`src/rtl/pipelined_addsub_pkg.sv`:
```
// Shared types and elaboration helpers for the carry-pipelined add/subtract unit.
package pipelined_addsub_pkg;

  typedef enum logic {
    OP_ADD = 1'b0,
    OP_SUB = 1'b1
  } op_e;

  localparam int unsigned DefaultWidth  = 16;
  localparam int unsigned DefaultStages = 4;

  // Legal split: at least one slice, no slice narrower than a bit, equal slices.
  function automatic bit slices_ok(input int unsigned width, input int unsigned stages);
    if (stages == 0 || stages > width) begin
      return 1'b0;
    end
    return (width % stages) == 0;
  endfunction

  // Slice width for a legal split; guarded so a bad split still elaborates to its error.
  function automatic int unsigned slice_width(input int unsigned width,
                                              input int unsigned stages);
    if (stages == 0) begin
      return 1;
    end
    return (width / stages == 0) ? 1 : width / stages;
  endfunction

endpackage

```
`src/rtl/pipelined_addsub_if.sv`:
```
// Operand-issue and result-consumer handshake bundle for pipelined_addsub.
interface pipelined_addsub_if #(
  parameter int unsigned WIDTH = 16
);
  import pipelined_addsub_pkg::*;

  // Issue side
  logic             in_valid;
  logic             in_ready;
  logic [WIDTH-1:0] in_a;
  logic [WIDTH-1:0] in_b;
  logic             in_cin;
  op_e              in_op;

  // Result side
  logic             out_valid;
  logic             out_ready;
  logic [WIDTH-1:0] out_sum;
  logic             out_co;
  logic             out_ovf;

  // Issue/consume logic (or a bench) drives operands and accepts results.
  modport master (
    output in_valid, in_a, in_b, in_cin, in_op, out_ready,
    input  in_ready, out_valid, out_sum, out_co, out_ovf
  );

  // The arithmetic unit.
  modport slave (
    input  in_valid, in_a, in_b, in_cin, in_op, out_ready,
    output in_ready, out_valid, out_sum, out_co, out_ovf
  );

endinterface

```
`src/rtl/pipelined_addsub_slice.sv`:
```
// Combinational SW-bit adder slice: sum, carry out, and carry into the slice MSB.
module pipelined_addsub_slice #(
  parameter int unsigned SW = 4
) (
  input  logic [SW-1:0] i_a,
  input  logic [SW-1:0] i_b,
  input  logic          i_cin,
  output logic [SW-1:0] o_sum,
  output logic          o_co,
  output logic          o_cmsb
);

  logic [SW:0] w_total;

  // One extra bit catches the carry out of the slice.
  always_comb begin
    w_total = {1'b0, i_a} + {1'b0, i_b} + {{SW{1'b0}}, i_cin};
  end

  assign o_sum  = w_total[SW-1:0];
  assign o_co   = w_total[SW];
  // Sum MSB = a ^ b ^ carry-in, so the carry into the MSB falls out of it.
  assign o_cmsb = i_a[SW-1] ^ i_b[SW-1] ^ w_total[SW-1];

endmodule

```
`src/rtl/pipelined_addsub.sv`:
```
// Carry-pipelined add/subtract: one SW-bit slice per clock, carry registered between
// slices, valid/ready on both sides and a global stall when the result is not taken.
module pipelined_addsub
  import pipelined_addsub_pkg::*;
#(
  parameter int unsigned WIDTH  = DefaultWidth,
  parameter int unsigned STAGES = DefaultStages
) (
  input logic                clk,
  input logic                rst_n,
  pipelined_addsub_if.slave  bus
);

  localparam int unsigned SW = slice_width(WIDTH, STAGES);

  if (!slices_ok(WIDTH, STAGES)) begin : g_bad_cfg
    $error("pipelined_addsub: need 1 <= STAGES <= WIDTH and WIDTH %% STAGES == 0");
  end

  logic             w_sub;
  logic [WIDTH-1:0] w_b_eff;
  logic             w_cin_eff;
  logic             w_out_valid;
  logic             w_advance;

  // Subtract is A + ~B + 1; the caller's carry-in only matters for add.
  always_comb begin
    w_sub     = (bus.in_op == OP_SUB);
    w_b_eff   = w_sub ? ~bus.in_b : bus.in_b;
    w_cin_eff = w_sub ? 1'b1 : bus.in_cin;
  end

  // The whole pipe moves together: it advances unless a held result is refused.
  assign w_advance   = !w_out_valid || bus.out_ready;
  assign bus.in_ready = w_advance;

  for (genvar k = 0; k < STAGES; k++) begin : g_stage
    localparam int unsigned DoneW = (k + 1) * SW;
    localparam int unsigned RemW  = WIDTH - DoneW;

    logic [SW-1:0]    w_a;
    logic [SW-1:0]    w_b;
    logic [SW-1:0]    w_s;
    logic             w_ci;
    logic             w_co;
    logic             w_cm;
    logic             w_vld;
    logic [DoneW-1:0] w_sum_d;

    logic             r_vld;
    logic             r_cy;
    logic [DoneW-1:0] r_sum;

    if (k == 0) begin : g_head
      assign w_a     = bus.in_a[SW-1:0];
      assign w_b     = w_b_eff[SW-1:0];
      assign w_ci    = w_cin_eff;
      assign w_vld   = bus.in_valid;
      assign w_sum_d = w_s;
    end else begin : g_body
      assign w_a     = g_stage[k-1].g_skew.r_a[SW-1:0];
      assign w_b     = g_stage[k-1].g_skew.r_b[SW-1:0];
      assign w_ci    = g_stage[k-1].r_cy;
      assign w_vld   = g_stage[k-1].r_vld;
      // Finished low slices ride along (deskew) under the new slice.
      assign w_sum_d = {w_s, g_stage[k-1].r_sum};
    end

    pipelined_addsub_slice #(
      .SW (SW)
    ) u_slice (
      .i_a    (w_a),
      .i_b    (w_b),
      .i_cin  (w_ci),
      .o_sum  (w_s),
      .o_co   (w_co),
      .o_cmsb (w_cm)
    );

    // Stage k state: valid, inter-slice carry and the low sum bits finished so far.
    always_ff @(posedge clk or negedge rst_n) begin
      if (!rst_n) begin
        r_vld <= 1'b0;
        r_cy  <= 1'b0;
        r_sum <= '0;
      end else if (w_advance) begin
        r_vld <= w_vld;
        r_cy  <= w_co;
        r_sum <= w_sum_d;
      end
    end

    // Operand slices not yet consumed travel forward (skew), B already conditioned.
    if (k < STAGES - 1) begin : g_skew
      logic [RemW-1:0] w_a_up;
      logic [RemW-1:0] w_b_up;
      logic [RemW-1:0] r_a;
      logic [RemW-1:0] r_b;

      if (k == 0) begin : g_src_in
        assign w_a_up = bus.in_a[WIDTH-1:SW];
        assign w_b_up = w_b_eff[WIDTH-1:SW];
      end else begin : g_src_skew
        assign w_a_up = g_stage[k-1].g_skew.r_a[SW +: RemW];
        assign w_b_up = g_stage[k-1].g_skew.r_b[SW +: RemW];
      end

      // Upper operand bits wait here until their slice comes up.
      always_ff @(posedge clk or negedge rst_n) begin
        if (!rst_n) begin
          r_a <= '0;
          r_b <= '0;
        end else if (w_advance) begin
          r_a <= w_a_up;
          r_b <= w_b_up;
        end
      end
    end

    if (k == STAGES - 1) begin : g_tail
      logic r_ovf;

      // Signed overflow: carry into the MSB disagrees with the carry out of it.
      always_ff @(posedge clk or negedge rst_n) begin
        if (!rst_n) begin
          r_ovf <= 1'b0;
        end else if (w_advance) begin
          r_ovf <= w_cm ^ w_co;
        end
      end
    end
  end

  assign w_out_valid   = g_stage[STAGES-1].r_vld;
  assign bus.out_valid = w_out_valid;
  assign bus.out_sum   = g_stage[STAGES-1].r_sum;
  assign bus.out_co    = g_stage[STAGES-1].r_cy;
  assign bus.out_ovf   = g_stage[STAGES-1].g_tail.r_ovf;

`ifndef SYNTHESIS
  // A refused result must stay put, bit for bit, until it is taken.
  property p_hold_on_stall;
    @(posedge clk) disable iff (!rst_n)
      (bus.out_valid && !bus.out_ready) |=>
        (bus.out_valid && $stable(bus.out_sum) && $stable(bus.out_co) &&
         $stable(bus.out_ovf));
  endproperty
  a_hold_on_stall: assert property (p_hold_on_stall);

  // Operands are only taken when the pipe can move.
  a_ready_is_advance: assert property (@(posedge clk) disable iff (!rst_n)
    bus.in_ready == (!bus.out_valid || bus.out_ready));
`endif

endmodule

```
`src/flat_wrapper.sv`:
```
// flat-port wrapper written by rule: the top's interface ports become plain ports
module pipelined_addsub_flat import pipelined_addsub_pkg::*;
#(
  parameter int unsigned WIDTH  = DefaultWidth,
  parameter int unsigned STAGES = DefaultStages
)
  (clk, rst_n, bus_in_valid, bus_in_a, bus_in_b, bus_in_cin, bus_in_op, bus_out_ready, bus_in_ready, bus_out_valid, bus_out_sum, bus_out_co, bus_out_ovf);
  pipelined_addsub_if #(.WIDTH(WIDTH)) bus_i ();
  input logic clk;
  input logic rst_n;
  input wire logic [$bits(bus_i.in_valid)-1:0] bus_in_valid;
  input wire logic [$bits(bus_i.in_a)-1:0] bus_in_a;
  input wire logic [$bits(bus_i.in_b)-1:0] bus_in_b;
  input wire logic [$bits(bus_i.in_cin)-1:0] bus_in_cin;
  input wire logic [$bits(bus_i.in_op)-1:0] bus_in_op;
  input wire logic [$bits(bus_i.out_ready)-1:0] bus_out_ready;
  output wire logic [$bits(bus_i.in_ready)-1:0] bus_in_ready;
  output wire logic [$bits(bus_i.out_valid)-1:0] bus_out_valid;
  output wire logic [$bits(bus_i.out_sum)-1:0] bus_out_sum;
  output wire logic [$bits(bus_i.out_co)-1:0] bus_out_co;
  output wire logic [$bits(bus_i.out_ovf)-1:0] bus_out_ovf;
  assign bus_i.in_valid = bus_in_valid;
  assign bus_i.in_a = bus_in_a;
  assign bus_i.in_b = bus_in_b;
  assign bus_i.in_cin = bus_in_cin;
  assign bus_i.in_op = bus_in_op;
  assign bus_i.out_ready = bus_out_ready;
  assign bus_in_ready = bus_i.in_ready;
  assign bus_out_valid = bus_i.out_valid;
  assign bus_out_sum = bus_i.out_sum;
  assign bus_out_co = bus_i.out_co;
  assign bus_out_ovf = bus_i.out_ovf;
  pipelined_addsub #(.WIDTH(WIDTH), .STAGES(STAGES)) u_core (.clk(clk), .rst_n(rst_n), .bus(bus_i));
endmodule
```
`config.mk`:
```
export PLATFORM = sky130hd
export DESIGN_NAME = pipelined_addsub_flat
export DESIGN_NICKNAME = d
export VERILOG_FILES = /design/src/rtl/pipelined_addsub_pkg.sv /design/src/rtl/pipelined_addsub_if.sv /design/src/rtl/pipelined_addsub_slice.sv /design/src/rtl/pipelined_addsub.sv /design/src/flat_wrapper.sv
export SDC_FILE = /design/constraint.sdc
export NUM_CORES = 1
export LEC_CHECK = 0
export ABC_AREA = 1
export CAP_MARGIN = 20
export CORE_MARGIN = 5
export CORE_UTILIZATION = 35
export DETAILED_ROUTE_END_ITERATION = 12
export GPL_ROUTABILITY_DRIVEN = 0
export SLEW_MARGIN = 5
export SYNTH_ARGS = -nofsm -noshare
export SYNTH_HDL_FRONTEND = slang
export SYNTH_SLANG_ARGS = --single-unit
export TNS_END_PERCENT = 100
```
`constraint.sdc`:
```
create_clock -name clk -period 1.58 [get_ports clk]
set_input_delay 0.316 -clock clk [delete_from_list [all_inputs] [get_ports clk]]
set_output_delay 0.316 -clock clk [all_outputs]
set_load 0.005 [all_outputs]
```
Yosys cells after proc, flatten, opt, wreduce, memory -nomap -nowiden
Cells that the tools add are included.
Widths: inputs -> output; s select.

storage, ports and cells
  ROM bits = 0
  logic and storage cells = 35
  RAM bits = 0
  input port bits = 38
  bits in latches = 0
  register bits = 97
  output and inout bits = 20
  memories kept = 0

cells by class
  div/mod/pow operators = 0
  multipliers = 0
  muxes and demuxes = 2
  shift-type cells = 0
  equal/unequal tests = 0
  bitwise logic cells = 4
  reductions and logical operators = 2
  order comparisons = 0
  add/subtract/negate cells = 8

operators by type and width
  cell              count
  $add 4x4->5       4
  $add 5x1->5       4
  $mux 16           1
  $not 16->16       1
  $xor 1x1->1       3
  $logic_not 1->1   1
  $logic_or 1x1->1  1
  $mux 1            1

Depth between registers and ports, before layout
Gate-level depths: netlist of run 1.

  word-level depth = 4
  depth in mapped cells = 11
  depth with buffers taken out = 10

Modules after synthesis
A second synthesis of run 1 with hierarchy kept.

second synthesis, totals
  cells, all modules = 543
  area, all modules = 4510.6 µm²

by module, submodules not included
  module                                                   cells each  sequential area each (µm²)  area each (µm²)  instances
  pipelined_addsub                                         449         2427.3                      3862.5           1
  pipelined_addsub_slice at u_core.g_stage[2].u_slice ...  26          0.0                         168.9            2
  pipelined_addsub_slice at u_core.g_stage[0].u_slice ...  21          0.0                         155.1            2

Least setup slack after synthesis of run 1
OpenSTA, ideal clock, no wires.

  path type = in2reg
  start point = in bus_in_op
  end point = reg u_core.g_stage[0].r_sum[1]
  setup slack = -337 ps
  arrival = 1835 ps
  required time = 1497 ps
  path buffers = 2
  library setup time = 83 ps
  stages on the path = 7
  cell sequence = buf_6 > buf_6 > or2_2 > fa_1 > inv_1 > fa_1 > o21ai_0

between the ends
  longest elaborated chain between the ends = 3
  elaborated cells between the ends (all ways) = 4
  those cells by class = add/sub: 2; mux: 2

ends and longest elaborated chain
  what                  RTL line                      source
  from (decl)           flat_wrapper.sv:15            input wire logic [$bits(bus_i.in_op)-1:0] bus_in_op;
  $mux 16               pipelined_addsub.sv:29        w_b_eff = w_sub ? ~bus.in_b : bus.in_b;
  $add 4x4->5           pipelined_addsub_slice.sv:17  w_total = {1'b0, i_a} + {1'b0, i_b} + {{SW{1'b0}}, i_cin};
  $add 5x1->5 *         pipelined_addsub_slice.sv:17
  to (signal assigned)  pipelined_addsub.sv:89        r_sum <= w_sum_d;
  to (decl)             pipelined_addsub.sv:52        logic [DoneW-1:0] r_sum;

Mark *: on every way between the ends. The rest lies on a longest branch, timed or not.
A chain may end at the register's enable or synchronous reset.

Worst setup path in the final report of run 1
  start point = reg u_core.g_stage[0].g_skew.r_b[0]
  end point = reg u_core.g_stage[1].r_cy

between the ends
  longest elaborated chain between the ends = 2

ends and longest elaborated chain
  what                    RTL line                      source
  from (decl)             pipelined_addsub.sv:98        logic [RemW-1:0] r_b;
  from (signal assigned)  pipelined_addsub.sv:115       r_b <= w_b_up;
  $add 4x4->5             pipelined_addsub_slice.sv:17
  $add 5x1->5             pipelined_addsub_slice.sv:17
  to (signal assigned)    pipelined_addsub.sv:88        r_cy <= w_co;
  to (decl)               pipelined_addsub.sv:51        logic r_cy;

No other way between the ends.

==> results.yml, run 1 <==
worst_setup_path:
  critPathKind: "reg -> reg"
  crit_path_end_kind: "flip-flop"
  rrSetupSlack_ps: -20
  reg2regPathDepth: 6
  worstPathArrival_ps: 1820
  cp-start-kind: "flip-flop"
  cp.required_ps: 1800
  worstPathMaxFanout: 2
  rr_endpoint: "u_core.g_stage[1].r_cy$_DFFE_PN0P_"
  r2r_start: "u_core.g_stage[0].g_skew.r_b[0]$_DFFE_PN0P_"
power:
  p_sw_share_pct: 34.2
  power_frac_seq_pct: 40.1
  p_comb_share_pct: 39.1
  p_clk_share_pct: 20.8
  p_leak_nw: 2.72
  power_switching_w: 0.00356
  ir_drop_mv: 0.666
  internal_power_w: 0.00684
  power_density_nw_per_um2: 1840
placement:
  place_ws_ps: -640
  dp_hpwl_mm: 6.13
  port-buffer-count: 57
  place_area_um2: 5230
logic_synthesis:
  synthesis.area_um2: 4380
  yosysWarningCount: 0
  synth.area.top_cells: "dfrtp_1, nand2_1, o21ai_0, fa_1, inv_1"
  avgSynthCellArea_um2: 9.35
  synthXorXnorAreaFrac_pct: 3.20
  synth_fp_nets: 527
  synth_top_area_share_pct: 55.4
  syn_inst: 469
  ys_ff_latch: 97
  synth-compound-area-share_pct: 8.68
  ys_seq_area_share_pct: 55.4
  yosys.area_share.simple_pct: 17.8
  post_synth_num_cell_types: 25
  synth_top_family_by_area: "simple AND/OR/NAND/NOR gates"
  synth_fa_ha_area_share_pct: 7.08
  synth_top_area_cell: "dfrtp_1"
  synth.area.mux_share_pct: 0
clock_tree:
  clkLatencyLatePin_ps: 330
  clk_pin_slew_ps: 70
  cts.sinks: 97
  cts_root_buffer: "clkbuf_16"
  cts-buffers-inserted: 9
  clock_path_buffers: 2
  tritoncts: "done"
  cts_htree_levels: 3
cells_and_area:
  syn_to_final_growth_pct: 28.9
  nFillCells: 1175
  antenna_cells: 0
  drive_above_1_share_pct: 12.7
  fin_area_um2: 5650
  final_cell_mix: "nand2_1, dfrtp_1, clkdlybuf4s50_1, o21ai_0, inv_1"
  layout_commonest_cell: "nand2_1"
  fin_nets: 598
floorplan:
  pin_count: 58
  num_rows: 40
  start_util_pct: 36.0
  die_area_um2: 14900
  core_region_area_um2: 12200
  die_h_um: 122
  die_w_um: 122
timing:
  skew_ps: 6.48
  fmax_mhz: 625
  post-route-period-util_pct: 101
  final-setup-viol-count: 1
  rsz0062_at_grt: "yes"
  hold_violations: 0
  tightest_slew_ps: 328
  fin_crit_ps: 1600
  drv_slew: 0
  final.setup.tns_ps: -19.2
  relSlewSlack_pct: 78.2
  final.setup.worst_slack_ps: -19.2
detailed_routing:
  first_iter_violations: 151
  totalWireLength_mm: 8.66
  drc: 0
  vias: 3132
  viasPerCell: 4.39
  wl_per_cell_um: 12.1
  antenna_left: 0
  first_pass_iters: 4
grt:
  busiest_layer: "met2"
  grt_pass1_wl_mm: 15.3
  grt_overflow_total: 0
  gr-usage-all-layers_pct: 12.8
  use_met2_pct: 19.8
  antenna_found_initial: 0
  met3_usage_pct: 1.86
  grt_pass1_vias: 3255
  grt_max_degree: 64
  grt_use_met1_pct: 17.4
hold_path:
  whs_endpoint: "u_core.g_stage[0].r_sum[0]$_DFFE_PN0P_"
  hold_start: "bus_in_a[0]"
  min_path_cells: 4
  hp-class: "in -> reg"
run:
  drv_cap: 0
run_status:
  violations: "negative setup slack"
  run_status: "finished with violations"
## per-stage QoR
step / hold slack [ps] / instances / total power [W] / utilization [%]
2_1_floorplan: 20.4 / 469 / 0.00657 / -
3_3_place_gp: 302 / 688 / 0.00790 / 43.0
3_5_place_dp: 308 / 688 / 0.00806 / 43.0
4_1_cts: 467 / 708 / 0.0104 / 46.0
5_1_grt: 503 / 713 / 0.0114 / 46.4
6_report: 450 / 713 / 0.0104 / 46.4
## critical path, stage by stage (launching register included)
cell and delay (ps):
dfrtp_1 410, fa_2 410, fa_2 350, nand2_2 70
inv_2 40, o21ai_2 120, a21oi_1 80
## registers in the layout, summed over array words and instances (netlist names)
name / cells
u_core.bus.out_co: 1
u_core.bus.out_ovf: 1
u_core.bus.out_sum: 16
u_core.bus.out_valid: 1
u_core.g_stage.g_skew.r_a: 24
u_core.g_stage.g_skew.r_b: 24
u_core.g_stage.r_cy: 3
u_core.g_stage.r_sum: 24
u_core.g_stage.r_vld: 3
## worst max path at each step
stage | startpoint | to | slack, ps | cells after the start
2_1_floorplan | bus_in_op | u_core.g_stage[0].r_sum[1]$_DFFE_PN0P_ | -230 | 7
3_3_place_gp | bus_in_op | u_core.g_stage[0].r_cy$_DFFE_PN0P_ | -590 | 10
3_5_place_dp | bus_in_op | u_core.g_stage[0].r_cy$_DFFE_PN0P_ | -640 | 10
4_1_cts | u_core.g_stage[2].g_skew.r_a[0]$_DFFE_PN0P_ | u_core.bus.out_ovf$_DFFE_PN0P_ | -30 | 10
5_1_grt | u_core.g_stage[2].g_skew.r_b[0]$_DFFE_PN0P_ | u_core.bus.out_ovf$_DFFE_PN0P_ | -80 | 10
6_report | u_core.g_stage[0].g_skew.r_b[0]$_DFFE_PN0P_ | u_core.g_stage[1].r_cy$_DFFE_PN0P_ | -20 | 6
## logic make-up (layout without fill, tap and decap cells)
logic type | count (synthesis) | count (layout)
fa+ha+maj | 20 | 20
compound gates | 75 | 75
simple gates | 196 | 196
xor+xnor | 16 | 16
buf+inv | 65 | 141
flops | 97 | 97
## Yosys cell counts, drive strengths merged
cell type  number
nand2         164
clkbuf          3
nand3          11
dfrtp          97
xor2            3
o22ai           2
nand3b          3
a21oi           7
o21ai          65
xnor2          13
ha             12
inv            43
nor2           13
o31ai           1
buf            19
or2             4
fa              8
nand4           1
## routing by layer
| layer | vias up | routed length, um |
|---|---|---|
| met2 | 58 | 4130 |
| met1 | 1452 | 4050 |
| li1 | 1608 | - |
| met5 | - | 0 |
| met3 | 14 | 277 |
| met4 | 0 | 193 |
## power groups by stage
stage	Combinational [W]	Sequential, W	Clock, W
2_1_floorplan	0.00249	0.00408	0
3_3_place_gp	0.00370	0.00419	0
3_5_place_dp	0.00383	0.00423	0
4_1_cts	0.00402	0.00419	0.00222
5_1_grt	0.00472	0.00433	0.00234
6_report	0.00407	0.00417	0.00216
## final cells by class
cell class                      count  area [um2]  share of cell area (%)
Multi-Input combinational cell    307        1670                    29.6
Tap cell                          168         210                    3.72
Clock buffer                       11         243                    4.30
Clock inverter                      5        55.1                   0.975
Inverter                           43         164                    2.90
Timing Repair Buffer               82         878                    15.6
Sequential cell                    97        2430                    43.0
## timing repair
action,CTS,global route
setup buffers,3,5
setup endpoints to repair,12,17
hold endpoints to repair,34,0
pin swaps,14,10
hold buffers,1,0
resized for setup,21,11
cloned,0,0
(Power assumes the default switching activity.)
==> inputs of run 2 (changes only) <==
--- a/config.mk
+++ b/config.mk
@@ -14,5 +14,6 @@
 export SLEW_MARGIN = 5
 export SYNTH_ARGS = -nofsm -noshare
 export SYNTH_HDL_FRONTEND = slang
+export SYNTH_HIERARCHICAL = 1
 export SYNTH_SLANG_ARGS = --single-unit
 export TNS_END_PERCENT = 100
==> run 2 against run 1 <==
  * The run now ends clean
  * Cell count rose by 10%
  * Total power rose by 3.2%
  * Fmax rose by 4.8%
  * Final area rose by 1.9%
  * Sequential share of layout area fell by 0.81 points
  * Count of clock-buffer cells in the layout rose by 2
  * Synthesized area rose by 2.8%
  * Via count rose by 9.9%
  * Sequential cell count did not move
  * Combinational power rose by 3%
  * Critical endpoint is now u_core/g_stage[2].r_sum[9]$_DFFE_PN0P_
  * Largest cell class unchanged
  * Highest routed layer unchanged
==> results.yml, run 2 <==
run_status:
  run_status: "complete, no violations"
logic_synthesis:
  synth_fp_nets: 600
  syn_inst: 542
  synthesis.area_um2: 4510
  avgSynthCellArea_um2: 8.32
  yosysWarningCount: 6
worst_setup_path:
  cp.required_ps: 1860
  rrSetupSlack_ps: 50
  cp-start-kind: "flip-flop"
  path_cells: "fa_2 -> inv_2 -> fa_1 -> inv_1 -> nand2_1 -> nand2_1"
  endpoint: "u_core/g_stage[2].r_sum[9]$_DFFE_PN0P_"
  r2r_start: "u_core/g_stage[1].r_cy$_DFFE_PN0P_"
  critPathMaxStageDelay_ps: 420
  worstPathMaxFanout: 2
  cp_num_cells: 6
  crit_path_end_kind: "flip-flop"
  critPathBufInv: 2
  rr_endpoint: "u_core/g_stage[2].r_sum[9]$_DFFE_PN0P_"
  reg2regPathDepth: 6
  worst_path_most_repeated_cell: "nand2_1"
  startpoint: "u_core/g_stage[1].r_cy$_DFFE_PN0P_"
  critPathTopFamily: "adder cells"
  critPathKind: "reg -> reg"
  worstPathArrival_ps: 1800
  crit_path_top_delay_cell: "fa_2"
cells_and_area:
  layout_commonest_cell: "nand2_1"
  seq_area_um2: 2430
  multiInputGateArea_um2: 1800
  postLayoutCoreUtil_pct: 45.6
  syn_to_final_growth_pct: 27.7
  final_cells: 786
  fin_nets: 668
  drive_above_1_share_pct: 9.77
  final_cell_mix: "nand2_1, dfrtp_1, clkdlybuf4s50_1, inv_1"
  reg_top3: "u_core/g_stage.g_skew.r_a: 24 flops, u_core/g_stage.g_skew.r_b: 24 flops, u_core/g_stage.r_sum: 24 flops"
  fin_area_um2: 5760
  antenna_cells: 0
  nFillCells: 1274
timing:
  rsz0062_at_grt: "yes"
  tightest_slew_ps: 482
  skew_ps: 4.95
  relSlewSlack_pct: 67.8
  whs_ps: 437
  fmax_mhz: 655
  hold_violations: 0
  drv_slew: 0
  final-setup-viol-count: 0
  final.setup.worst_slack_ps: 53.6
  fin_crit_ps: 1530
  post-route-period-util_pct: 96.6
placement:
  placed_cells: 766
  port-buffer-count: 57
  place_ws_ps: -640
  place_area_um2: 5350
  dp_hpwl_mm: 6.53
clock_tree:
  cts-buffers-inserted: 9
  cts_htree_levels: 3
  cts_root_buffer: "clkbuf_16"
  tritoncts: "done"
  cts.sinks: 97
  clock_path_buffers: 2
  clk_pin_slew_ps: 60
  clkLatencyLatePin_ps: 340
floorplan:
  pin_count: 58
  die_area_um2: 15200
  num_rows: 41
  start_util_pct: 35.7
  die_w_um: 123
  core_region_area_um2: 12600
  die_h_um: 123
grt:
  gr-usage-all-layers_pct: 12.7
  grt_max_degree: 50
  grt_pass1_wl_mm: 15.6
  grt_overflow_total: 0
  grt_pass1_vias: 3479
  antenna_found_initial: 0
detailed_routing:
  totalWireLength_mm: 8.89
  first_iter_violations: 199
  wl_per_cell_um: 11.3
  viasPerCell: 4.38
  vias: 3442
  first_pass_iters: 4
  antenna_left: 0
  drc: 0
hold_path:
  hp-class: "in -> reg"
power:
  p_leak_nw: 3.03
  ir_drop_mv: 0.606
  power_density_nw_per_um2: 1860
run:
  drv_cap: 0
-- run 2: worst register-to-register path, stage by stage (launching register included) --
cell	delay [ps]
dfrtp_1	400
fa_2	420
inv_2	70
fa_1	400
inv_1	60
nand2_1	40
nand2_1	70
-- run 2: cell type report --
cell class | instances | share of cell area (%)
Multi-Input combinational cell | 369 | 31.3
Tap cell | 172 | 3.74
Clock buffer | 13 | 4.69
Inverter | 53 | 3.46
Timing Repair Buffer | 80 | 13.6
Sequential cell | 97 | 42.2
Clock inverter | 2 | 1.04
-- run 2: metal layers --
layer | routed length [um] | global-route usage [%] | up-vias
li1 | - | - | 1770
met3 | 322 | 2.20 | 10
met4 | 180 | 5.81 | 0
met2 | 4190 | 21.1 | 49
met1 | 4190 | 16.1 | 1613
met5 | 0 | 0 | -
-- run 2: repair_timing --
action,in CTS,in global routing
pin swaps,3,7
setup endpoints to repair,11,9
hold buffers,1,0
buffers inserted,2,2
resized for setup,16,13
endpoints found under the hold margin,34,0
-- run 2: per-stage QoR --
stage | TNS (ps) | total power [W]
after floorplan | -452 | 0.00681
after global placement | -2930 | 0.00814
after detailed placement | -3680 | 0.00831
after CTS | 0 | 0.0108
after global routing | -24.0 | 0.0117
final | 0 | 0.0107
-- run 2: how the worst min path moves through the flow --
stage	end	cells after the start	slack, ps	startpoint
3_3_place_gp	u_core/g_stage[2].r_vld$_DFFE_PN0P_	1	310	rst_n
6_report	u_core/g_stage[0].r_sum[0]$_DFFE_PN0P_	4	440	bus_in_a[0]
2_1_floorplan	u_core/bus.out_co$_DFFE_PN0P_	0	20	rst_n
4_1_cts	u_core/bus.out_valid$_DFFE_PN0P_	2	460	u_core/g_stage[2].r_vld$_DFFE_PN0P_
3_5_place_dp	u_core/bus.out_valid$_DFFE_PN0P_	1	320	rst_n
5_1_grt	u_core/g_stage[0].r_sum[0]$_DFFE_PN0P_	4	450	bus_in_a[0]
-- run 2: where the power goes --
group          internal [W]  total, W  switching, W
clock network       0.00151   0.00237      0.000861
registers           0.00358   0.00419      0.000603
logic               0.00193   0.00418       0.00225
